--- src/rtl/testport_defs.sv ---
// rtl/testport_defs.sv - shared constants, state encoding and byteswap helper for testport_write_capture
package testport_defs;

    localparam logic [29:0] TEST_PORT    = 30'h10;
    localparam logic [31:0] BEGIN_SYMBOL = 32'h00000168;
    localparam logic [31:0] END_SYMBOL   = 32'hFFFFFD5D;

    typedef enum logic [1:0] {
        ST_IDLE   = 2'd0,
        ST_STREAM = 2'd1,
        ST_DONE   = 2'd2
    } state_t;

    // Little-endian bus word to readable (big-endian) order.
    function automatic logic [31:0] byteswap32(input logic [31:0] d);
        return {d[7:0], d[15:8], d[23:16], d[31:24]};
    endfunction

endpackage

--- src/rtl/sync_fifo.sv ---
// rtl/sync_fifo.sv - single-clock FIFO with extra-MSB pointers and registered head word
module sync_fifo #(
    parameter int WIDTH = 33,
    parameter int DEPTH = 8
) (
    input  logic             clk,
    input  logic             rst,
    input  logic             push,
    input  logic [WIDTH-1:0] push_data,
    input  logic             pop,
    output logic             accepted,
    output logic             full,
    output logic             empty,
    output logic [WIDTH-1:0] head_data
);

    localparam int AW = $clog2(DEPTH);

    logic [AW:0]      wr_ptr;
    logic [AW:0]      rd_ptr;
    logic [WIDTH-1:0] mem [DEPTH];
    logic             do_pop;

    assign empty    = (wr_ptr == rd_ptr);
    assign full     = (wr_ptr[AW] != rd_ptr[AW]) && (wr_ptr[AW-1:0] == rd_ptr[AW-1:0]);
    assign do_pop   = pop && !empty;
    // A full FIFO still takes a push when the head leaves in the same cycle.
    assign accepted = push && (!full || do_pop);
    // Head reads as zero while empty so the outputs are clean out of reset.
    assign head_data = empty ? '0 : mem[rd_ptr[AW-1:0]];

    // Pointer update; wraps naturally modulo 2*DEPTH.
    always_ff @(posedge clk or negedge rst) begin
        if (!rst) begin
            wr_ptr <= '0;
            rd_ptr <= '0;
        end else begin
            if (accepted) wr_ptr <= wr_ptr + 1'b1;
            if (do_pop)   rd_ptr <= rd_ptr + 1'b1;
        end
    end

    // Storage write; contents need no reset because empty masks them.
    always_ff @(posedge clk) begin
        if (accepted) mem[wr_ptr[AW-1:0]] <= push_data;
    end

endmodule

--- src/rtl/testport_write_capture.sv ---
// rtl/testport_write_capture.sv - test-port write snooper and frame capture; optional watchdog via CAPTURE_TIMEOUT_EN
module testport_write_capture
    import testport_defs::*;
#(
    parameter int DEPTH          = 8,
    parameter int TIMEOUT_CYCLES = 4096
) (
    input  logic        clk,
    input  logic        rst,
    input  logic [29:0] addr,
    input  logic [31:0] data,
    input  logic        wen,
    input  logic        out_ready,
    output logic        out_valid,
    output logic [31:0] out_data,
    output logic        out_last,
    output logic        frame_active,
    output logic        overflow,
    output logic        timeout,
    output logic [7:0]  word_count
);

    state_t      state, state_nxt;
    logic        wen_d;
    logic        qw;
    logic [31:0] w;
    logic        is_end;
    logic        fifo_push;
    logic        accepted;
    logic        fifo_full;
    logic        fifo_empty;
    logic [32:0] head;
    logic        tmo_hit;

    // A stalled store holds wen high; only its first cycle counts.
    assign qw     = (addr == TEST_PORT) && wen && !wen_d;
    assign w      = byteswap32(data);
    assign is_end = (w == END_SYMBOL);

`ifdef CAPTURE_TIMEOUT_EN
    localparam int TCW = $clog2(TIMEOUT_CYCLES + 1);
    logic [TCW-1:0] idle_cnt;

    assign tmo_hit = (state == ST_STREAM) && (idle_cnt == TCW'(TIMEOUT_CYCLES));

    // Idle watchdog: restarts on every qualified write and outside STREAM.
    always_ff @(posedge clk or negedge rst) begin
        if (!rst) begin
            idle_cnt <= '0;
        end else if (state != ST_STREAM || qw) begin
            idle_cnt <= '0;
        end else if (!tmo_hit) begin
            idle_cnt <= idle_cnt + 1'b1;
        end
    end

    // Sticky timeout flag.
    always_ff @(posedge clk or negedge rst) begin
        if (!rst)         timeout <= 1'b0;
        else if (tmo_hit) timeout <= 1'b1;
    end
`else
    assign tmo_hit = 1'b0;
    assign timeout = 1'b0;
`endif

    // State register and write-enable history.
    always_ff @(posedge clk or negedge rst) begin
        if (!rst) begin
            state <= ST_IDLE;
            wen_d <= 1'b0;
        end else begin
            state <= state_nxt;
            wen_d <= wen;
        end
    end

    // Frame sequencing: Begin opens, End (kept or dropped) or watchdog closes.
    always_comb begin
        state_nxt = state;
        case (state)
            ST_IDLE:   if (qw && w == BEGIN_SYMBOL) state_nxt = ST_STREAM;
            ST_STREAM: if (tmo_hit || (qw && is_end)) state_nxt = ST_DONE;
            ST_DONE:   state_nxt = ST_DONE;
            default:   state_nxt = ST_IDLE;
        endcase
    end

    // Per-state outputs: only STREAM writes reach the FIFO.
    always_comb begin
        fifo_push    = 1'b0;
        frame_active = 1'b0;
        if (state == ST_STREAM) begin
            frame_active = 1'b1;
            fifo_push    = qw && !tmo_hit;
        end
    end

    // Accepted-word counter and sticky overflow.
    always_ff @(posedge clk or negedge rst) begin
        if (!rst) begin
            word_count <= 8'd0;
            overflow   <= 1'b0;
        end else begin
            if (accepted && word_count != 8'hFF) word_count <= word_count + 8'd1;
            if (fifo_push && !accepted)          overflow   <= 1'b1;
        end
    end

    sync_fifo #(
        .WIDTH (33),
        .DEPTH (DEPTH)
    ) u_fifo (
        .clk       (clk),
        .rst       (rst),
        .push      (fifo_push),
        .push_data ({is_end, w}),
        .pop       (out_ready),
        .accepted  (accepted),
        .full      (fifo_full),
        .empty     (fifo_empty),
        .head_data (head)
    );

    assign out_valid = !fifo_empty;
    assign out_data  = head[31:0];
    assign out_last  = head[32];

    logic unused_full;
    assign unused_full = fifo_full;

endmodule
--- config.mk ---
export PLATFORM = sky130hd
export DESIGN_NAME = testport_write_capture
export DESIGN_NICKNAME = d
export VERILOG_FILES = /design/src/rtl/testport_defs.sv /design/src/rtl/sync_fifo.sv /design/src/rtl/testport_write_capture.sv
export SDC_FILE = /design/constraint.sdc
export NUM_CORES = 1
export LEC_CHECK = 0
export ABC_AREA = 1
export CORE_AREA = 2 2 179 199
export CTS_BUF_LIST = sky130_fd_sc_hd__clkbuf_8 sky130_fd_sc_hd__clkbuf_16
export DETAILED_ROUTE_END_ITERATION = 7
export DIE_AREA = 0 0 181 201
export MAX_ROUTING_LAYER = met4
export PLACE_DENSITY = 0.56
export SYNTH_ARGS = -nofsm -noshare
export SYNTH_HDL_FRONTEND = slang
export SYNTH_SLANG_ARGS = --single-unit
--- constraint.sdc ---
create_clock -name clk -period 5.6 [get_ports clk]
set_input_delay 1.12 -clock clk [delete_from_list [all_inputs] [get_ports clk]]
set_output_delay 1.12 -clock clk [all_outputs]
set_load 0.005 [all_outputs]
==> results of run 1 <==
-- cells in the mapped netlist, types with 9 or more instances --
| library cell | instances |
|---|---|
| nand2_1 | 71 |
| o21ai_0 | 157 |
| dfrtp_1 | 20 |
| o21ai_1 | 9 |
| buf_2 | 12 |
| edfxtp_1 | 264 |
| clkbuf_1 | 37 |
| nand3_1 | 12 |
| o22ai_1 | 66 |
| inv_1 | 25 |
| nor2_1 | 279 |
| nor3_1 | 14 |
-- per-layer routing --
layer	routed length (um)	vias to the layer above	track usage [%]
met4	603	0	4.85
li1	-	3850	-
met1	12800	3878	20.8
met5	0	-	-
met3	1630	47	2.79
met2	13900	227	26.6
-- power by group --
group	internal (mW)	switching (mW)	leakage, nW
sequential	2.34	0.00945	2.59
clock	1.02	0.810	0.474
combinational	0.889	1.30	1.69
-- final cells by class --
| cell class | instances | area, um2 |
|---|---|---|
| fillers | 3301 | 20200 |
| flip-flops and latches | 284 | 8430 |
| multi-input cells | 649 | 3120 |
| repair buffers | 126 | 1240 |
| clock buffers | 30 | 751 |
| well taps | 444 | 556 |
| clock inverters | 26 | 168 |
| inverters | 29 | 115 |
-- stage by stage --
step                      instance area (um2)  std cells  power (mW)  hold slack, ns  util, %
after floorplan                         11900       1017        3.62           0.442        -
after global placement                  13500       1532        4.60           0.453     38.9
after detailed placement                13500       1532        4.61           0.464     38.9
after CTS                               14400       1588        6.44           0.482     41.6
after global routing                    14400       1588        6.76           0.494     41.6
final                                   14400       1588        6.37           0.480     41.6
-- logic make-up (layout without fill, tap and decap cells) --
group	count (synthesis)	count (layout)	synth area share (%)
other	1	1	0.0316
flip-flops	284	284	71.1
adder cells (fa/ha/maj)	5	5	0.528
AND/OR/NAND/NOR	399	399	14.0
buffers and inverters	84	211	2.94
XOR/XNOR	7	7	0.644
AO/OA/AOI/OAI	237	237	10.7
-- worst paths after layout --
path / start / slack [ns] / end
setup / recovery: u_fifo.rd_ptr[1]$_DFFE_PN0P_ / 1.23 / out_data[18]
hold / removal: overflow$_DFFE_PN0P_ / 0.48 / overflow$_DFFE_PN0P_
setup reg to reg: u_fifo.rd_ptr[1]$_DFFE_PN0P_ / 2.45 / u_fifo.mem[3][11]$_DFFE_PP_
hold reg to reg: overflow$_DFFE_PN0P_ / 0.48 / overflow$_DFFE_PN0P_
max in group asynchronous: rst / 3.78 / u_fifo.rd_ptr[0]$_DFFE_PN0P_
min in group asynchronous: rst / 1.11 / u_fifo.rd_ptr[3]$_DFFE_PN0P_
-- flip-flops by register name (all words and copies together), names as in the netlist --
name           flops
overflow           1
state              2
u_fifo.mem       264
u_fifo.rd_ptr      4
u_fifo.wr_ptr      4
wen_d              1
word_count         8
==> results.md, run 1 <==
Synthesis:
- Among all flip-flop cells after synthesis, the most frequent one is edfxtp_1.
- Counting flops with an async set or reset pin after synthesis yields a share of 7.04%.
- The post-synthesis net count is 1088.
- The Yosys step of the flow raised 0 warnings.
- The count of cell types in the netlist is 36.
- The register bit total from synthesis is 284.
- The number of synthesized flops with an enable pin is 264.
- The average footprint of a synthesized cell is 11.7 um2.
- The cell type with the largest total area after synthesis is edfxtp_1.
- After synthesis, the largest area contributor takes up 66.9% of total cell area.
- Of the synthesized area, sequential elements account for 71.1%.
- Synthesis produced 1017 cells.
- The netlist area before placement is 0.0119 mm2.
- By area the synthesized netlist is led by edfxtp_1 (67%), nor2_1 (8.8%), o21ai_0 (6.6%).

Clock network:
- The longest clock path from root to sink contains 3 buffers.
- TritonCTS built the clock tree.
- Counting the buffers created by CTS gives 30.
- After clock tree synthesis, the clock-pin slew on the worst setup and hold paths is 0.06 ns.
- Gates resized during post-CTS repair numbered 0.
- In this run the number of H-tree levels came out at 1.
- The hold-fix buffer count after cts is 0.
- The number of clock sinks seen by CTS is 284.
- The clock latency on the worst-skew pair is 0.57 ns.
- The clock tree root buffer cell is clkbuf_16.
- The total setup buffers inserted after CTS is 0.

Timing:
- The setup skew after layout is 0.0272 ns.
- The slew at the pin closest to its max-slew limit is 0.984 ns.
- The maximum achievable frequency is 0.229 GHz.
- The final count of hold timing violations is 0.
- After routing, the total negative slack on setup checks comes to 0 ns.
- Setup repair after global routing left no endpoint under its margin.
- The worst slew slack as a fraction of its limit is 34.0%.
- The worst path setup slack after routing is 1.23 ns.
- The max-slew violation total from the final report is 0.
- After layout, the minimum clock period comes to 4.37 ns.
- The count of endpoints failing setup in the final report is 0.
- The worst path uses 78.1% of the clock period.

Hold path:
- The path class of the lowest-slack min-delay path is flop to flop.
- Counting instances, the worst hold path has a depth of 1.

Global routing:
- Summed over all layers, the global routing overflow is 0.
- The first-pass GRT wire length is 45.5 mm.
- The total global routing track utilization is 16.2%.
- The via count of the first global-routing pass is 7954.
- The initial antenna violation count was 0.
- Entering global routing, the biggest net connects 70 pins.

Flow run:
- The tool flagged a number of max-cap violations equal to 0.

Floorplanning:
- The overall die area is 0.0364 mm2.
- The initial utilization of the core area, before any placement, comes to 34.3%.
- The overall die width is 181 um.
- The I/O pin count is 111.
- In this run the core area contains 72 standard-cell rows.
- The core region is 0.0346 mm2.
- From bottom edge to top edge, the die measures 201 um.

Route:
- The number of vias per cell is 5.04.
- After detailed routing, the number of remaining DRC violations is 0.
- The first-pass iteration count of the detailed router is 7.
- Once detail routing completed, the nets flagged for antenna violations numbered 0.
- After detailed routing, the average wire length per cell comes to 18.2 um.
- Across all layers, the routed design uses 8002 vias.
- The count of routing violations after the opening detailed-route iteration is 613.
- The routed design has 28.9 mm of wire.

Pwr:
- The worst vdd rail ir drop is 0.288 mV.
- The leakage power figure is 4.76 nW.
- For this design the ratio of total power to cell area is 442 mW/mm2.

Placed design:
- The count of buffers from port buffering is 109.
- Prior to clock tree synthesis, the placed netlist has a worst setup slack of 1.59 ns.
- The detailed placer's ending HPWL is 16.5 mm.
- The final RePlAce weighted congestion is 0.757.

Critical path:
- Walking the worst path, the cells encountered are clkinv_1 -> nand2_1 -> nand2_2 -> nor2_4 -> nand3_4 -> o21ai_0 -> nor2_1 -> clkdlybuf4s50_1.
- The number of cell instances on the worst register-to-register path is 10.
- The worst setup path is captured at an output pin.
- The cell at the slowest stage of the critical path is clkinv_1.
- The critical path runs through a total of 8 cells.
- The critical path required time is 4.48 ns.
- STA puts the critical path data arrival time at 3.25 ns.
- The delay of the slowest critical-path stage is 0.49 ns.
- The highest fanout seen on the critical path is 37.
- The cell family with the largest share of critical-path delay is simple AND/OR/NAND/NOR gates.
- The kind of critical path is flop to output pin.
- The kind of start point of the critical path is a flop.
- The critical path contains buffers and inverters numbering 2 combined.

Final layout:
- The fraction of final layout cells with drive strength greater than 1 is 7.78%.
- Leaving out fill and tap cells, the most frequent cell in the layout is nor2_1.
- The final net count is 1191.
- The synthesis-to-layout area growth is 21.4%.
- The repair_antennas step left the layout with diodes totalling 0.
- The library cells used most frequently in the layout, excluding fill and tap cells, are nor2_1 (277), edfxtp_1 (264), o21ai_0 (157), clkdlybuf4s50_1 (109), nand2_1 (71).

Outcome:
- The run finished with clean final reports.
Power figures use the tool's default switching activity.
==> run 2: changes to the inputs <==
--- a/config.mk
+++ b/config.mk
@@ -11,7 +11,7 @@
 export DETAILED_ROUTE_END_ITERATION = 7
 export DIE_AREA = 0 0 181 201
 export MAX_ROUTING_LAYER = met4
-export PLACE_DENSITY = 0.56
+export PLACE_DENSITY = 0.58
 export SYNTH_ARGS = -nofsm -noshare
 export SYNTH_HDL_FRONTEND = slang
 export SYNTH_SLANG_ARGS = --single-unit
==> constraint.sdc (replaced) <==
create_clock -name clk -period 3.7 [get_ports clk]
set_input_delay 0.74 -clock clk [delete_from_list [all_inputs] [get_ports clk]]
set_output_delay 0.74 -clock clk [all_outputs]
set_load 0.005 [all_outputs]
==> results.md, run 2 (synthesized netlist as in run 1, its figures left out) <==
Outcome:
- Outcome: finished clean (unchanged).

Timing:
- The total negative slack is 0 ns (unchanged).
- The max-slew violation total from the final report was 0 (unchanged).
- The maximum achievable frequency is 0.281 GHz.
- The final clock period utilization by the worst path is 96.2%.
- The worst slew slack as a fraction of its limit came to 35.4% (was 34.0%).
- Unrepaired setup endpoints after global routing: no (unchanged).
- The count of endpoints failing setup in the final report is 0 (unchanged).
- The final count of hold timing violations is 0 (unchanged).
- The worst path setup slack after routing was 0.142 ns (was 1.23 ns).
- The slew at the pin closest to its max-slew limit is 0.966 ns (was 0.984 ns).
- The setup skew after layout is 0.00721 ns (was 0.0272 ns).
- Subtracting the final worst setup slack from the clock period gives 3.56 ns.

Clock network:
- The clock latency on the worst-skew pair is 0.54 ns (was 0.57 ns).
- The clock tree root buffer cell is clkbuf_16 (unchanged).
- The clock edge transition at the registers on the reported setup and hold paths is 0.06 ns (about the same).
- The CTS tree was yes (unchanged).
- The number of clock sinks seen by CTS is 284 (unchanged).
- The maximum clock path buffer count is 3 (unchanged).
- The H-tree depth reported by CTS is 1 (unchanged).
- The number of buffers created by CTS is 29 (was 30).

Critical path:
- The cell at the slowest stage of the critical path is dfrtp_4 (was clkinv_1).
- The cell family with the largest share of critical-path delay is buffers and inverters (was simple AND/OR/NAND/NOR gates).
- The type of element capturing the critical path is an output pin (unchanged).
- The critical path buffer and inverter count is 3 (was 2).
- The delay of the slowest critical-path stage is 0.61 ns (was 0.49 ns).
- The data arrival time of the critical path is 2.82 ns (was 3.25 ns).
- The highest fanout seen on the critical path was 58 (was 37).
- The kind of start point of the critical path is a flop (unchanged).
- The kind of critical path is flop to output pin (unchanged).
- Cell-by-cell listing of the critical path: inv_6 -> buf_16 -> o21ai_0 -> o22ai_1 -> o21ai_1 -> nor2_1 -> clkdlybuf4s50_1 (was clkinv_1 -> nand2_1 -> nand2_2 -> nor2_4 -> nand3_4 -> o21ai_0 -> nor2_1 -> clkdlybuf4s50_1).
- The critical path required time came to 2.96 ns (was 4.48 ns).

Floorplanning:
- The effective utilization at floorplan came to 34.3% (unchanged).
- The area of the core region is 0.0346 mm2 (unchanged).
- The overall die height is 201 um (unchanged).
- The I/O pin count is 111 (unchanged).
- The overall die width was 181 um (unchanged).
- The row count came to 72 (unchanged).
- The overall die area is 0.0364 mm2 (unchanged).

Global routing:
- The via count of the first global-routing pass is 7940 (was 7954).
- The first-pass GRT wire length was 45.6 mm (was 45.5 mm).
- The initial antenna violation count is 1 (was 0).
- The maximum number of pins on one net before global-route repair is 70 (unchanged).
- The total congestion overflow is 0 (unchanged).
- The total global routing track utilization is 16.6% (was 16.2%).

Pwr:
- The internal power contribution was 6.64 mW (was 4.25 mW).
- The leakage power figure came to 4.91 nW (was 4.76 nW).
- The worst vdd rail ir drop was 0.366 mV (was 0.288 mV).
- The total net switching power is 3.24 mW (was 2.12 mW).
- The post-route total power is 9.88 mW (was 6.37 mW).
- The combinational share of power was 35.4% (was 34.4%).
- The clock group share of total power is 28.2% (was 28.8%).
- The proportion of total power due to net switching is 32.8% (was 33.3%).
- The power per cell area is 673 mW/mm2 (was 442 mW/mm2).
- The register share of total power is 36.4% (was 36.8%).

Route:
- The number of remaining DRC errors is 0 (unchanged).
- The overall via count from detail_route is 7998 (was 8002).
- The first-pass iteration count of the detailed router is 5 (was 7).
- The final antenna-violating net count was 0 (unchanged).
- The mean routed wirelength per cell is 18.5 um (was 18.2 um).
- The number of vias per cell is 4.99 (was 5.04).
- The wire length reported by the detailed router was 29.7 mm (was 28.9 mm).
- The count of routing violations after the opening detailed-route iteration was 529 (was 613).

Final layout:
- The synthesis-to-layout area growth is 23.8% (was 21.4%).
- The count of placed standard cells in the final layout, fillers left out is 1604 (was 1588).
- The most common cell after layout, fill and taps aside is nor2_1 (unchanged).
- The final core utilization is 42.4% (was 41.6%).
- The final net count is 1208 (was 1191).
- Commonest cells after routing, fill and taps aside: nor2_1 (277), edfxtp_1 (264), o21ai_0 (157), clkdlybuf4s50_1 (109), nand2_1 (71) (unchanged).
- The fraction of final layout cells with drive strength greater than 1 is 9.06% (was 7.78%).
- The number of flip-flops under the largest register name is 264 (unchanged).
- The number of filler instances in the final layout is 3272 (was 3301).

Placed design:
- The detailed placer's ending HPWL came to 17.7 mm (was 16.5 mm).
- The final RePlAce weighted congestion is 0.766 (was 0.757).
- The number of cells after detailed placement is 1547 (was 1532).
- The pre-CTS worst setup slack is 0.492 ns (was 1.59 ns).
- The count of buffers from port buffering was 109 (unchanged).

Flow run:
- The count of maximum capacitance violations is 0 (unchanged).

Hold path:
- The path class of the lowest-slack min-delay path is flop to flop (unchanged).
[run 2: cell count changes in the layout (fill, tap and decap cells not counted), moves of 3 or more]
| cell | before | now |
|---|---|---|
| buf_4 | 15 | 23 |
| buf_12 | 2 | 9 |
| clkinv_2 | 10 | 5 |
| o22ai_1 | 66 | 63 |
| o22ai_2 | 0 | 3 |
[run 2: routing by layer]
metal	GRT usage (%)	share of wire (%)
met1	21.0	44
met2	28.1	48
met5	-	0
met3	2.29	4.6
met4	4.88	3.0
[run 2: through the flow]
stage / hold slack (ns) / cell area, um2
2_1_floorplan: 0.442 / 11900
3_3_place_gp: 0.461 / 13700
3_5_place_dp: 0.468 / 13700
4_1_cts: 0.483 / 14600
5_1_grt: 0.512 / 14700
6_report: 0.478 / 14700
[run 2: worst paths after layout]
path	startpoint	endpoint	slack (ns)	cells after the start
max	u_fifo.rd_ptr[0]$_DFFE_PN0P_	out_data[28]	0.14	7
min	state[1]$_DFFE_PN0P_	state[1]$_DFFE_PN0P_	0.48	2
max reg2reg	u_fifo.rd_ptr[0]$_DFFE_PN0P_	u_fifo.mem[3][9]$_DFFE_PP_	1.29	10
min reg2reg	state[1]$_DFFE_PN0P_	state[1]$_DFFE_PN0P_	0.48	2
max in group asynchronous	rst	u_fifo.rd_ptr[0]$_DFFE_PN0P_	2.27	1
min in group asynchronous	rst	word_count[3]$_DFFE_PN0P_	0.74	1
[run 2: final cells by class]
cell class / instances / area [um2] / share of cell area [%]
antenna: 1 / 2.50 / 0.0171
clock buffer: 29 / 726 / 4.95
clock inverter: 24 / 184 / 1.25
inverter: 29 / 119 / 0.810
multi-input combinational: 650 / 3170 / 21.6
sequential: 284 / 8430 / 57.5
tap: 444 / 556 / 3.79
timing repair buffer: 143 / 1490 / 10.1
[run 2: worst reg2reg max path: cells and delay by family, from the launching register on]
kind | cells | cell delay [ns]
AND/OR/NAND/NOR | 7 | 0.76
buffers and inverters | 3 | 0.70
flip-flops | 1 | 0.61
[run 2: power groups by stage]
stage          Sequential (mW)  Clock, mW  Combinational (mW)
3_5_place_dp              3.66          0                3.44
6_report                  3.60       2.79                3.49
3_3_place_gp              3.66          0                3.42
5_1_grt                   3.60       2.97                3.86
2_1_floorplan             3.61          0                1.86
4_1_cts                   3.59       2.85                3.53
[run 2: repair_timing]
item	in CTS	in global routing
resized for setup	2	8
gates cloned	1	0
setup buffers	2	0
hold buffers	0	0
setup endpoints to repair	34	22
pin swaps	1	0
hold endpoints to repair	0	0
==> run 3: changes to the inputs <==
--- a/config.mk
+++ b/config.mk
@@ -15,3 +15,4 @@
 export SYNTH_ARGS = -nofsm -noshare
 export SYNTH_HDL_FRONTEND = slang
 export SYNTH_SLANG_ARGS = --single-unit
+export TNS_END_PERCENT = 50
==> results.md, run 3 (synthesized netlist as in run 1, its figures left out) <==
Clock network:
- The clock edge transition at the registers on the reported setup and hold paths is 0.06 ns (about the same).
- The clock latency on the worst-skew pair is 0.54 ns (about the same).
- The H-tree depth reported by CTS is 1 (unchanged).
- The number of clock sinks seen by CTS is 284 (unchanged).
- The clock tree root buffer cell was clkbuf_16 (unchanged).
- The CTS tree is yes (unchanged).
- The maximum clock path buffer count is 3 (unchanged).
- The hold-fix buffer count after cts is 0 (unchanged).
- The number of buffers created by CTS is 29 (unchanged).

Route:
- The wire length reported by the detailed router is 29.1 mm (was 29.7 mm).
- The number of vias per cell is 5.00 (was 4.99).
- The number of remaining DRC errors is 0 (unchanged).
- The overall via count from detail_route was 8003 (was 7998).
- The count of routing violations after the opening detailed-route iteration is 474 (was 529).
- The first-pass iteration count of the detailed router came to 5 (unchanged).
- The final antenna-violating net count is 0 (unchanged).
- The mean routed wirelength per cell is 18.2 um (was 18.5 um).

Final layout:
- The final net count is 1207 (was 1208).
- The count of placed standard cells in the final layout, fillers left out came to 1601 (was 1604).
- Commonest cells after routing, fill and taps aside: nor2_1 (276), edfxtp_1 (264), o21ai_0 (157), clkdlybuf4s50_1 (109), nand2_1 (71) (was nor2_1 (277), edfxtp_1 (264), o21ai_0 (157), clkdlybuf4s50_1 (109), nand2_1 (71)).
- The antenna diode instance count came to 0 (was 1).
- The synthesis-to-layout area growth came to 22.5% (was 23.8%).
- The final core utilization is 42.0% (was 42.4%).
- The number of filler instances in the final layout is 3263 (was 3272).
- The number of flip-flops under the largest register name came to 264 (unchanged).
- The fraction of final layout cells with drive strength greater than 1 is 8.64% (was 9.06%).
- The most common cell after layout, fill and taps aside is nor2_1 (unchanged).

Critical path:
- The delay of the slowest critical-path stage is 0.55 ns (was 0.61 ns).
- Cell-by-cell listing of the critical path: buf_12 -> o21ai_0 -> o22ai_1 -> o21ai_0 -> nor2_1 -> clkdlybuf4s50_1 (was inv_6 -> buf_16 -> o21ai_0 -> o22ai_1 -> o21ai_1 -> nor2_1 -> clkdlybuf4s50_1).
- The beginning of the worst register-to-register path is u_fifo.rd_ptr[0]$_DFFE_PN0P_ (unchanged).
- The cell family with the largest share of critical-path delay was buffers and inverters (unchanged).
- The type of element capturing the critical path is an output pin (unchanged).
- The critical path required time is 2.96 ns (about the same).
- The endpoint of the most critical register-to-register path is u_fifo.mem[1][16]$_DFFE_PP_ (was u_fifo.mem[3][9]$_DFFE_PP_).
- The kind of start point of the critical path was a flop (unchanged).
- The highest fanout seen on the critical path is 122 (was 58).
- The number of cell instances on the worst register-to-register path came to 10 (unchanged).
- The most repeated library cell on the critical path is o21ai_0.
- The data arrival time of the critical path is 2.80 ns (was 2.82 ns).
- The kind of critical path is flop to output pin (unchanged).
- The cell at the slowest stage of the critical path is clkdlybuf4s50_1 (was dfrtp_4).
- The critical path buffer and inverter count came to 2 (was 3).
- The register-to-register setup slack is 1.28 ns (was 1.29 ns).

Timing:
- The worst slew slack as a fraction of its limit is 34.1% (was 35.4%).
- The total negative slack is 0 ns (unchanged).
- The max-slew violation total from the final report is 0 (unchanged).
- The maximum achievable frequency is 0.282 GHz (was 0.281 GHz).
- The final-layout worst hold slack is 0.479 ns (was 0.478 ns).
- The count of endpoints failing setup in the final report was 0 (unchanged).
- The setup skew after layout was 0.00972 ns (was 0.00721 ns).
- The final clock period utilization by the worst path is 95.8% (was 96.2%).
- The minimum clock period after layout is 3.54 ns (was 3.56 ns).
- The final count of hold timing violations is 0 (unchanged).
- The slew at the pin closest to its max-slew limit came to 0.986 ns (was 0.966 ns).
- Unrepaired setup endpoints after global routing: no (unchanged).

Placed design:
- The count of buffers from port buffering is 109 (unchanged).
- The number of cells after detailed placement is 1546 (was 1547).
- The final RePlAce weighted congestion is 0.733 (was 0.766).
- The detailed placer's ending HPWL is 16.4 mm (was 17.7 mm).

Global routing:
- The maximum number of pins on one net before global-route repair is 123 (was 70).
- The via count of the first global-routing pass was 8005 (was 7940).
- The fraction of met2 tracks used by global routing is 26.2% (was 28.1%).
- The first-pass GRT wire length is 44.3 mm (was 45.6 mm).
- The global routing's busiest layer was met2 (unchanged).
- The met3 demand-to-capacity share in global routing is 2.45% (was 2.29%).
- The initial antenna violation count came to 0 (was 1).
- The total global routing track utilization was 15.9% (was 16.6%).
- The met1 layer usage reported by global route is 20.5% (was 21.0%).
- The total congestion overflow was 0 (unchanged).

Flow run:
- The count of maximum capacitance violations is 0 (unchanged).

Floorplanning:
- The area of the core region was 0.0346 mm2 (unchanged).
- The effective utilization at floorplan is 34.3% (unchanged).
- The overall die height is 201 um (unchanged).
- The row count is 72 (unchanged).
- The I/O pin count is 111 (unchanged).
- The overall die area is 0.0364 mm2 (unchanged).
- The overall die width came to 181 um (unchanged).

Hold path:
- The number of stages on the worst hold path is 2 (unchanged).
- The startpoint of the tightest hold check path is state[1]$_DFFE_PN0P_ (unchanged).
- The path class of the lowest-slack min-delay path is flop to flop (unchanged).
- The worst min-delay path endpoint is state[1]$_DFFE_PN0P_ (unchanged).

Outcome:
- Outcome: finished clean (unchanged).

Pwr:
- The leakage power figure is 4.83 nW (was 4.91 nW).
- The power per cell area is 660 mW/mm2 (was 673 mW/mm2).
- The worst vdd rail ir drop is 0.503 mV (was 0.366 mV).
## run 3: worst max-delay path by stage
stage / slack, ns / endpoint / cells past startpoint / startpoint
2_1_floorplan: -0.59 / u_fifo.mem[1][0]$_DFFE_PP_ / 9 / addr[23]
3_3_place_gp: 0.57 / out_last / 7 / u_fifo.rd_ptr[0]$_DFFE_PN0P_
3_5_place_dp: 0.56 / out_data[27] / 7 / u_fifo.rd_ptr[0]$_DFFE_PN0P_
4_1_cts: 0.01 / out_last / 7 / u_fifo.rd_ptr[0]$_DFFE_PN0P_
5_1_grt: 0.02 / out_last / 6 / u_fifo.rd_ptr[0]$_DFFE_PN0P_
6_report: 0.16 / out_data[26] / 6 / u_fifo.rd_ptr[0]$_DFFE_PN0P_
## run 3: power breakdown
part / switching, mW / internal (mW) / total, mW
Clock: 1.16 / 1.42 / 2.57
Sequential: 0.0607 / 3.53 / 3.59
Combinational: 1.99 / 1.43 / 3.42
Total: 3.21 / 6.38 / 9.59
## run 3: worst min-delay path: cells and delay by family, from the launching register on
| kind | cells | cell delay, ns |
|---|---|---|
| and+or+nand+nor | 2 | 0.10 |
| DFF | 1 | 0.34 |
## run 3: timing repair
action	in CTS	in global routing
setup endpoints to repair	2	28
setup buffers	0	1
gates cloned	0	2
gates resized for setup	2	3
## run 3: cell type report
class                   count  area (um2)  area share [%]
repair buffers            142        1440            9.93
inverters                  29         116           0.801
well taps                 444         556            3.82
flip-flops and latches    284        8430            58.0
clock inverters            23         110           0.758
multi-input cells         650        3140            21.6
clock buffers              29         726            5.00
## run 3: metal layers
layer	vias up	share of wire (%)
met4	0	2.0
met2	226	48
met1	3860	44
met5	-	0
met3	39	5.7
li1	3878	-
## run 3: through the flow
stage          power, mW  setup WS [ns]  area [um2]
2_1_floorplan       5.47         -0.595       11900
3_3_place_gp        6.97          0.565       13600
6_report            9.59          0.157       14500
4_1_cts             9.57         0.0107       14500
3_5_place_dp        6.99          0.561       13600
5_1_grt             10.2         0.0162       14500
